`src/rtl/shift_sequencer_if.sv`:
```
// Request/strobe bundle between a requester and shift_sequencer.
// The master drives the request side; the slave (sequencer) drives the shift-register strobes and status.
interface shift_sequencer_if #(
  parameter int unsigned WIDTH = 4,
  parameter int unsigned CW    = 3
);
  logic             start;
  logic             abort;
  logic [WIDTH-1:0] data_in;
  logic [CW-1:0]    shift_count;
  logic             serial_in;

  logic             sr_load;
  logic [WIDTH-1:0] sr_pdata;
  logic             sr_shift;
  logic             sr_msb_in;
  logic             busy;
  logic             done;
  logic [CW-1:0]    shifts_left;

  modport master (
    output start, abort, data_in, shift_count, serial_in,
    input  sr_load, sr_pdata, sr_shift, sr_msb_in, busy, done, shifts_left
  );

  modport slave (
    input  start, abort, data_in, shift_count, serial_in,
    output sr_load, sr_pdata, sr_shift, sr_msb_in, busy, done, shifts_left
  );
endinterface

```
`src/rtl/shift_sequencer.sv`:
```
// Sequences an external parallel-load / serial-shift register: one load, N paced right-shifts, done pulse.
// Outputs are Moore-decoded from state; sr_shift/sr_msb_in also depend on the prescaler and abort.
module shift_sequencer #(
  parameter int unsigned WIDTH    = 4,
  parameter int unsigned CW       = 3,
  parameter int unsigned TICK_DIV = 4
) (
  input  logic              clk,
  input  logic              resetn,
  shift_sequencer_if.slave  bus
);
  localparam int unsigned PW = 8;
  localparam logic [PW-1:0] LAST_TICK = PW'(TICK_DIV - 1);
  localparam logic [CW-1:0] MAX_COUNT = CW'(WIDTH);

  typedef enum logic [1:0] {
    IDLE  = 2'd0,
    LOAD  = 2'd1,
    SHIFT = 2'd2,
    DONE  = 2'd3
  } state_t;

  state_t           state;
  state_t           state_next;
  logic [PW-1:0]    prescaler;
  logic [PW-1:0]    prescaler_next;
  logic [CW-1:0]    shifts_left;
  logic [CW-1:0]    shifts_left_next;
  logic [WIDTH-1:0] pdata;
  logic [WIDTH-1:0] pdata_next;
  logic             tick;

  // State and sequencing registers
  always_ff @(posedge clk or negedge resetn) begin
    if (!resetn) begin
      state       <= IDLE;
      prescaler   <= '0;
      shifts_left <= '0;
      pdata       <= '0;
    end else begin
      state       <= state_next;
      prescaler   <= prescaler_next;
      shifts_left <= shifts_left_next;
      pdata       <= pdata_next;
    end
  end

  // Next-state and shift-tick decode; abort outranks a coincident shift tick
  always_comb begin
    state_next       = state;
    prescaler_next   = prescaler;
    shifts_left_next = shifts_left;
    pdata_next       = pdata;
    tick             = 1'b0;

    case (state)
      IDLE: begin
        if (bus.start) begin
          pdata_next       = bus.data_in;
          shifts_left_next = (bus.shift_count > MAX_COUNT) ? MAX_COUNT : bus.shift_count;
          state_next       = LOAD;
        end
      end

      LOAD: begin
        prescaler_next = '0;
        state_next     = (shifts_left == '0) ? DONE : SHIFT;
      end

      SHIFT: begin
        prescaler_next = (prescaler == LAST_TICK) ? '0 : prescaler + PW'(1);
        if (bus.abort) begin
          state_next = DONE;
        end else if (prescaler == LAST_TICK) begin
          tick             = 1'b1;
          shifts_left_next = shifts_left - CW'(1);
          if (shifts_left == CW'(1)) begin
            state_next = DONE;
          end
        end
      end

      DONE: begin
        state_next = IDLE;
      end

      default: begin
        state_next = IDLE;
      end
    endcase
  end

  assign bus.sr_load     = (state == LOAD);
  assign bus.sr_shift    = tick;
  assign bus.sr_msb_in   = tick & bus.serial_in;
  assign bus.sr_pdata    = pdata;
  assign bus.busy        = (state != IDLE);
  assign bus.done        = (state == DONE);
  assign bus.shifts_left = shifts_left;

endmodule

```
`src/flat_wrapper.sv`:
```
// flat-port wrapper written by rule: the top's interface ports become plain ports
module shift_sequencer_flat 
#(
  parameter int unsigned WIDTH    = 4,
  parameter int unsigned CW       = 3,
  parameter int unsigned TICK_DIV = 4
)
  (clk, resetn, bus_start, bus_abort, bus_data_in, bus_shift_count, bus_serial_in, bus_sr_load, bus_sr_pdata, bus_sr_shift, bus_sr_msb_in, bus_busy, bus_done, bus_shifts_left);
  shift_sequencer_if #(.WIDTH(WIDTH), .CW(CW)) bus_i ();
  input  logic clk;
  input  logic resetn;
  input wire logic [$bits(bus_i.start)-1:0] bus_start;
  input wire logic [$bits(bus_i.abort)-1:0] bus_abort;
  input wire logic [$bits(bus_i.data_in)-1:0] bus_data_in;
  input wire logic [$bits(bus_i.shift_count)-1:0] bus_shift_count;
  input wire logic [$bits(bus_i.serial_in)-1:0] bus_serial_in;
  output wire logic [$bits(bus_i.sr_load)-1:0] bus_sr_load;
  output wire logic [$bits(bus_i.sr_pdata)-1:0] bus_sr_pdata;
  output wire logic [$bits(bus_i.sr_shift)-1:0] bus_sr_shift;
  output wire logic [$bits(bus_i.sr_msb_in)-1:0] bus_sr_msb_in;
  output wire logic [$bits(bus_i.busy)-1:0] bus_busy;
  output wire logic [$bits(bus_i.done)-1:0] bus_done;
  output wire logic [$bits(bus_i.shifts_left)-1:0] bus_shifts_left;
  assign bus_i.start = bus_start;
  assign bus_i.abort = bus_abort;
  assign bus_i.data_in = bus_data_in;
  assign bus_i.shift_count = bus_shift_count;
  assign bus_i.serial_in = bus_serial_in;
  assign bus_sr_load = bus_i.sr_load;
  assign bus_sr_pdata = bus_i.sr_pdata;
  assign bus_sr_shift = bus_i.sr_shift;
  assign bus_sr_msb_in = bus_i.sr_msb_in;
  assign bus_busy = bus_i.busy;
  assign bus_done = bus_i.done;
  assign bus_shifts_left = bus_i.shifts_left;
  shift_sequencer #(.WIDTH(WIDTH), .CW(CW), .TICK_DIV(TICK_DIV)) u_core (.clk(clk), .resetn(resetn), .bus(bus_i));
endmodule
```
`config.mk`:
```
export PLATFORM = sky130hd
export DESIGN_NAME = shift_sequencer_flat
export DESIGN_NICKNAME = d
export VERILOG_FILES = /design/src/rtl/shift_sequencer_if.sv /design/src/rtl/shift_sequencer.sv /design/src/flat_wrapper.sv
export SDC_FILE = /design/constraint.sdc
export NUM_CORES = 1
export LEC_CHECK = 0
export BUFFER_PORTS_ARGS = -buffer_cell sky130_fd_sc_hd__buf_2
export CORE_MARGIN = 2
export CORE_UTILIZATION = 52
export DETAILED_ROUTE_END_ITERATION = 8
export PLACE_DENSITY_LB_ADDON = 0.15
export SETUP_SLACK_MARGIN = 0.3
export SLEW_MARGIN = 20
export SYNTH_ARGS = -nofsm -noshare
export SYNTH_HDL_FRONTEND = slang
export SYNTH_SLANG_ARGS = --single-unit
```
`constraint.sdc`:
```
create_clock -name clk -period 1.9 [get_ports clk]
set_input_delay 0.19 -clock clk [delete_from_list [all_inputs] [get_ports clk]]
set_output_delay 0.19 -clock clk [all_outputs]
set_load 0.005 [all_outputs]
```
==> results of run 1 <==
-- through the flow --
step | utilization | TNS [ns] | hold slack, ns | total power, mW
6_report | 0.693 | -0.0687 | 0.136 | 1.75
5_1_grt | 0.693 | -0.224 | 0.126 | 1.93
4_1_cts | 0.683 | -0.0650 | 0.131 | 1.75
3_5_place_dp | 0.636 | 0 | 0.135 | 1.45
2_1_floorplan | - | 0 | -0.106 | 1.19
3_3_place_gp | 0.636 | 0 | 0.132 | 1.43
-- worst max-delay path by stage --
stage / start / end / cells past startpoint
2_1_floorplan: u_core.prescaler[1] / bus_sr_msb_in / 4
3_3_place_gp: u_core.prescaler[1] / bus_sr_msb_in / 5
3_5_place_dp: u_core.prescaler[1] / bus_sr_msb_in / 5
4_1_cts: u_core.prescaler[0] / bus_sr_msb_in / 5
5_1_grt: u_core.prescaler[0] / bus_sr_msb_in / 5
6_report: u_core.prescaler[2] / bus_sr_msb_in / 4
-- placed cells by master (no fill, tap or decap), types with 2 or more instances in the layout --
cell type and n:
nor2_1 9, nand2_1 9, a21oi_1 2, a21boi_0 3, mux2_2 5, nand2b_1 6
o21ai_0 4, a311oi_1 2, mux2i_1 2, nand4_1 3, ha_1 6, dfrtp_1 16
clkbuf_4 3, xor2_1 4, nor3_1 2, o22ai_1 2, buf_4 8, nand3_1 3
inv_1 8, ha_4 2, buf_2 23
-- per-layer routing --
| layer | wire length (um) | share of wire | vias up |
|---|---|---|---|
| li1 | - | - | 454 |
| met1 | 980 | 0.47 | 443 |
| met2 | 1070 | 0.51 | 17 |
| met3 | 47 | 0.022 | 0 |
| met4 | 0 | 0 | 0 |
| met5 | 0 | 0 | - |
-- cell families after synthesis --
logic type / after synthesis / synth area share
AND/OR/NAND/NOR: 43 / 0.234
AO/OA/AOI/OAI: 19 / 0.124
flip-flops: 17 / 0.405
buffers and inverters: 10 / 0.0358
adder cells (fa/ha/maj): 8 / 0.0954
multiplexers: 7 / 0.0727
XOR/XNOR: 4 / 0.0334
-- power breakdown --
group | switching (mW) | internal, mW
Clock | 0.108 | 0.0814
Sequential | 0.0970 | 0.483
Combinational | 0.490 | 0.491
Total | 0.696 | 1.06
-- flip-flops by register name (all words and copies together) (netlist names) --
register,flops
u_core.prescaler,8
u_core.bus.sr_pdata,4
u_core.bus.shifts_left,3
u_core.state,2
-- critical path: cells and delay by family (launching register included) --
| kind | cells | cell delay [ns] |
|---|---|---|
| buf+inv | 1 | 0.10 |
| flops | 1 | 0.47 |
| simple gates | 3 | 0.92 |
-- area by class of cell --
type                            count  area (um2)  area share
Multi-Input combinational cell     81         632       0.470
Timing Repair Buffer               33         196       0.146
Sequential cell                    17         427       0.317
Inverter                            8        30.0      0.0223
Clock buffer                        4        26.3      0.0195
Tap cell                           27        33.8      0.0251
-- repair_timing --
action | CTS | global route
setup endpoints to repair | 11 | 14
setup buffers | 5 | 2
pin swaps | 2 | 2
resized for setup | 5 | 1
endpoints found under the hold margin | 17 | 0
hold buffers | 1 | 0
==> impl_metrics.json, run 1 <==
{
  "status": "finished with violations",
  "violations": "negative setup slack",
  "busiest_layer": "met2",
  "final-hold-violation-count": 0,
  "p_leak_nw": 0.651,
  "synth_cells": 108,
  "io_buffers": 23,
  "reg2reg_to": "u_core.bus.shifts_left[1]",
  "synth_area_um2": 1050,
  "drt_first_pass_iters": 4,
  "power.density_nw_per_um2": 1300,
  "drtIter0Drc": 16,
  "ys_types": 33,
  "critPathMaxStageDelay_ns": 0.55,
  "critPathRequiredTime_ns": 1.71,
  "netlist_top_cells_count": "dfrtp_1, nand2_1, nor2_1, ha_1, inv_1",
  "placed_cells": 158,
  "met3_usage": 0.0307,
  "fin_area_um2": 1350,
  "worstHoldStart": "bus_data_in[2]",
  "cts_tree": "done",
  "num_vias": 914,
  "rrSetupSlack_ns": 0.06,
  "worstPathMaxFanout": 8,
  "grt_use_met1": 0.240,
  "synth_seq_cells": 17,
  "fmax_mhz": 508,
  "synth_edf_count": 0,
  "grt_max_degree": 18,
  "grt_pass1_wl_um": 3710,
  "cts_buffers": 3,
  "grt_use_total": 0.195,
  "seq_area_frac_synth": 0.405,
  "die_h_um": 48.9,
  "min_to": "u_core.bus.sr_pdata[2]",
  "worstMarginPinSlew_ns": 0.383,
  "core_area_um2": 1940,
  "synth_top_area_frac": 0.405,
  "crit_chain": "or4b_4 > nor3_4 > and2_2 > buf_2",
  "skew_ns": 0.00915,
  "crit_type": "reg -> out",
  "grt_pass1_vias": 891,
  "wire_per_inst_um": 12.4,
  "relSlewSlack": 0.745,
  "synth_nets": 128,
  "async_flop_share": 1.00,
  "insertedDiodeCount": 0,
  "cp-start-kind": "register",
  "clock_latency_ns": 0.28,
  "cts_num_sinks": 17,
  "n_fill_cell": 152,
  "rsz0062_at_grt": "yes",
  "place_area_um2": 1230,
  "reg2reg_depth": 6,
  "synth_most_common_cell": "dfrtp_1",
  "wirelength_um": 2100,
  "dp_hpwl_um": 1490,
  "crit_slowest_cell": "or4b_4",
  "gp_congestion": 0.849,
  "overflow": 0,
  "post-route-period-util": 1.04,
  "synth_area_per_cell_um2": 9.72,
  "ant_nets": 0,
  "reg2reg_from": "u_core.prescaler[2]",
  "synth_area_leader_cell": "dfrtp_1",
  "drc_errors": 0,
  "fin_cells": 170,
  "io_pins": 24,
  "finalSetupViolCount": 1,
  "min_path_cells": 2,
  "area_growth_pct": 28.1,
  "cts_max_level": 1,
  "num_rows": 16,
  "fin_nets": 164,
  "yosys_warnings": 0,
  "viasPerCell": 5.38,
  "drive_gt1_frac": 0.371,
  "antenna_found_initial": 0,
  "initial_core_util": 0.541,
  "die_w_um": 48.9,
  "maxCapViolations": 0,
  "setup.worst_path.end_class": "primary output",
  "post-place-ws_ns": 0.152,
  "hold_path_class": "in -> reg",
  "synth_flop_cell": "dfrtp_1",
  "synthTopCellsByArea": "dfrtp_1, ha_1, mux2_2",
  "die-area_um2": 2390,
  "finalMaxSlewViolations": 0,
  "period_needed_ns": 1.97,
  "clock_path_buffers": 2,
  "crit_arrival_ns": 1.78,
  "cts_root_buf": "clkbuf_4",
  "peakVddDrop_v": 0.000845,
  "path_clk_slew_ns": 0.10,
  "use_met2": 0.352,
  "timing.final.ws_setup_ns": -0.0687
}
Note: power is estimated with default switching activity, not from simulation.
==> run 2, diff against run 1 <==
Settings changed: ABC_AREA from default to 1, CORE_UTILIZATION 52 to 53.
==> impl_metrics.json, run 2 <==
{
  "post-route-period-util": 0.832,
  "setup_tns_ns": 0,
  "finalSetupViolCount": 0,
  "synth_xor_area_frac": 0.0154,
  "cts_tree": "done",
  "grt_max_degree": 18,
  "power.density_nw_per_um2": 1340,
  "synth_area_leader_cell": "dfrtp_1",
  "synth_edf_count": 0,
  "die_w_um": 50.3,
  "fin_cells": 204,
  "num_rows": 16,
  "finalMaxSlewViolations": 0,
  "cts_max_level": 1,
  "netlist_top_cells_count": "nand2_1, dfrtp_1, inv_1, nand3_1",
  "async_flop_share": 1.00,
  "period_needed_ns": 1.58,
  "crit_type": "reg -> out",
  "grt_use_total": 0.212,
  "post-place-ws_ns": 0.290,
  "mostFrequentLayoutCell": "nand2_1",
  "critPathRequiredTime_ns": 1.71,
  "synthTopCellsByArea": "dfrtp_1, nand2_1, ha_1",
  "final-hold-violation-count": 0,
  "insertedDiodeCount": 0,
  "reg2reg_from": "u_core.state[1]",
  "peakVddDrop_v": 0.00102,
  "drtIter0Drc": 22,
  "wirelength_um": 2370,
  "overflow": 0,
  "placed_cells": 191,
  "io_buffers": 23,
  "reg2reg_to": "u_core.prescaler[4]",
  "path_clk_slew_ns": 0.10,
  "critPathMaxStageDelay_ns": 0.41,
  "die_h_um": 50.3,
  "rrSetupSlack_ns": 0.43,
  "synth_cells": 143,
  "synth_flop_cell": "dfrtp_1",
  "gp_congestion": 0.909,
  "grt_pass1_wl_um": 4120,
  "clock_path_buffers": 2,
  "fmax_mhz": 633,
  "synth_nets": 163,
  "ys_types": 23,
  "worstMarginPinSlew_ns": 0.378,
  "yosys.area_share.adder": 0.0880,
  "maxCapViolations": 0,
  "crit_arrival_ns": 1.39,
  "drive_gt1_frac": 0.373,
  "fin_nets": 198,
  "grt_pass1_vias": 966,
  "skew_ns": 0.00348,
  "cts_buffers": 3,
  "dp_hpwl_um": 1810,
  "yosys.area_share.simple": 0.333,
  "wire_per_inst_um": 11.6,
  "die-area_um2": 2530,
  "setup.worst_path.end_class": "primary output",
  "p_leak_nw": 0.728,
  "synth_top_family_by_area": "simple AND/OR/NAND/NOR gates",
  "synth_area_um2": 1140,
  "area_growth_pct": 23.2,
  "largest_reg_flops": 8,
  "viasPerCell": 5.00,
  "clock_latency_ns": 0.28,
  "synth_most_common_cell": "nand2_1",
  "critical_path.startpoint": "u_core.state[0]",
  "muxShareOfSynthArea": 0.0396,
  "synth_compound_area_frac": 0.0506,
  "core_area_um2": 2000,
  "layout_common_cells": "nand2_1, buf_2, inv_1, dfrtp_1, nand3_1",
  "rsz0062_at_grt": "yes",
  "crit_end": "bus_sr_msb_in",
  "synth_top_area_frac": 0.374,
  "seq_area_frac_synth": 0.374,
  "timing.final.ws_setup_ns": 0.320,
  "hold_path_class": "in -> reg",
  "cp-start-kind": "register",
  "status": "finished, final reports clean",
  "crit_chain": "inv_2 > ha_4 > inv_6 > nor2_4 > nand3_2 > nor2_1 > buf_2",
  "cts_root_buf": "clkbuf_4",
  "initial_core_util": 0.568,
  "cts_num_sinks": 17,
  "worstPathMaxFanout": 6,
  "ant_nets": 0,
  "synth_area_per_cell_um2": 7.95,
  "crit_slowest_cell": "dfrtp_1",
  "drt_first_pass_iters": 4,
  "antenna_found_initial": 0,
  "yosys_warnings": 0,
  "drc_errors": 0,
  "relSlewSlack": 0.748,
  "num_vias": 1020,
  "finish.utilization": 0.700,
  "largest_register": "u_core.prescaler",
  "io_pins": 24,
  "reg2reg_depth": 7,
  "synth_seq_cells": 17
}
[run 2: cell count changes in the layout (fill, tap and decap cells not counted), moves of 3 or more]
cell      delta
nand2b_1     -6
nand3_2      +4
inv_2        +5
nand2_1     +23
nor2_2       +5
a21boi_0     -3
nand3_1      +8
nand2_2      +5
inv_1        +8
o21ai_0      +5
[run 2: power by group]
group          total (mW)  internal (mW)  switching [mW]
clock               0.194         0.0815           0.112
sequential          0.587          0.482           0.105
combinational        1.10          0.489           0.613
total                1.88           1.05           0.831
[run 2: worst min path at each step]
stage	startpoint	to	slack [ns]	depth (start not counted)
after floorplan	resetn	u_core.bus.shifts_left[0]	-0.11	0
after CTS	bus_data_in[1]	u_core.bus.sr_pdata[1]	0.13	2
after global placement	resetn	u_core.prescaler[7]	0.13	1
final	bus_data_in[0]	u_core.bus.sr_pdata[0]	0.13	2
after detailed placement	resetn	u_core.prescaler[3]	0.13	1
after global routing	bus_data_in[0]	u_core.bus.sr_pdata[0]	0.11	2
[run 2: logic make-up (layout without fill, tap and decap cells)]
family                     count (synthesis)  after routing
and+or+nand+nor                           76             76
buffers and inverters                     25             59
DFF                                       17             17
AOI/OAI and AO/OA                         11             11
adders and majority gates                  8              8
muxes                                      4              4
xor gates and xnor gates                   2              2
[run 2: critical path: cells and delay by family, from the launching register on]
kind                     cells  cell delay [ns]
AND/OR/NAND/NOR              3             0.28
flip-flops                   1             0.41
adder cells (fa/ha/maj)      1             0.16
buffers and inverters        3             0.24
[run 2: routing by layer]
layer,up-vias,global-route usage,part of all wire
met3,0,0.0417,0.048
met2,27,0.364,0.47
li1,524,-,-
met5,-,0,0
met1,469,0.277,0.48
met4,0,0.0405,0
[run 2: repair_timing]
| item | in CTS | in global routing |
|---|---|---|
| gates resized for setup | 4 | 8 |
| hold buffers | 1 | 0 |
| buffers inserted | 6 | 2 |
| setup endpoints to repair | 2 | 9 |
| hold endpoints to repair | 17 | 0 |
| pin swaps | 1 | 3 |
[run 2: through the flow]
stage / hold slack (ns) / power [mW] / instance area, um2
final: 0.131 / 1.88 / 1400
after global routing: 0.115 / 2.05 / 1400
after CTS: 0.127 / 1.81 / 1360
after detailed placement: 0.131 / 1.52 / 1260
after global placement: 0.126 / 1.49 / 1260
after floorplan: -0.106 / 1.27 / 1140
[run 2: cell type report]
type                       count  area (um2)
multi-input combinational    101         634
tap                           27        33.8
sequential                    17         427
inverter                      22        87.6
fill                         164         601
timing repair buffer          33         193
clock buffer                   4        26.3
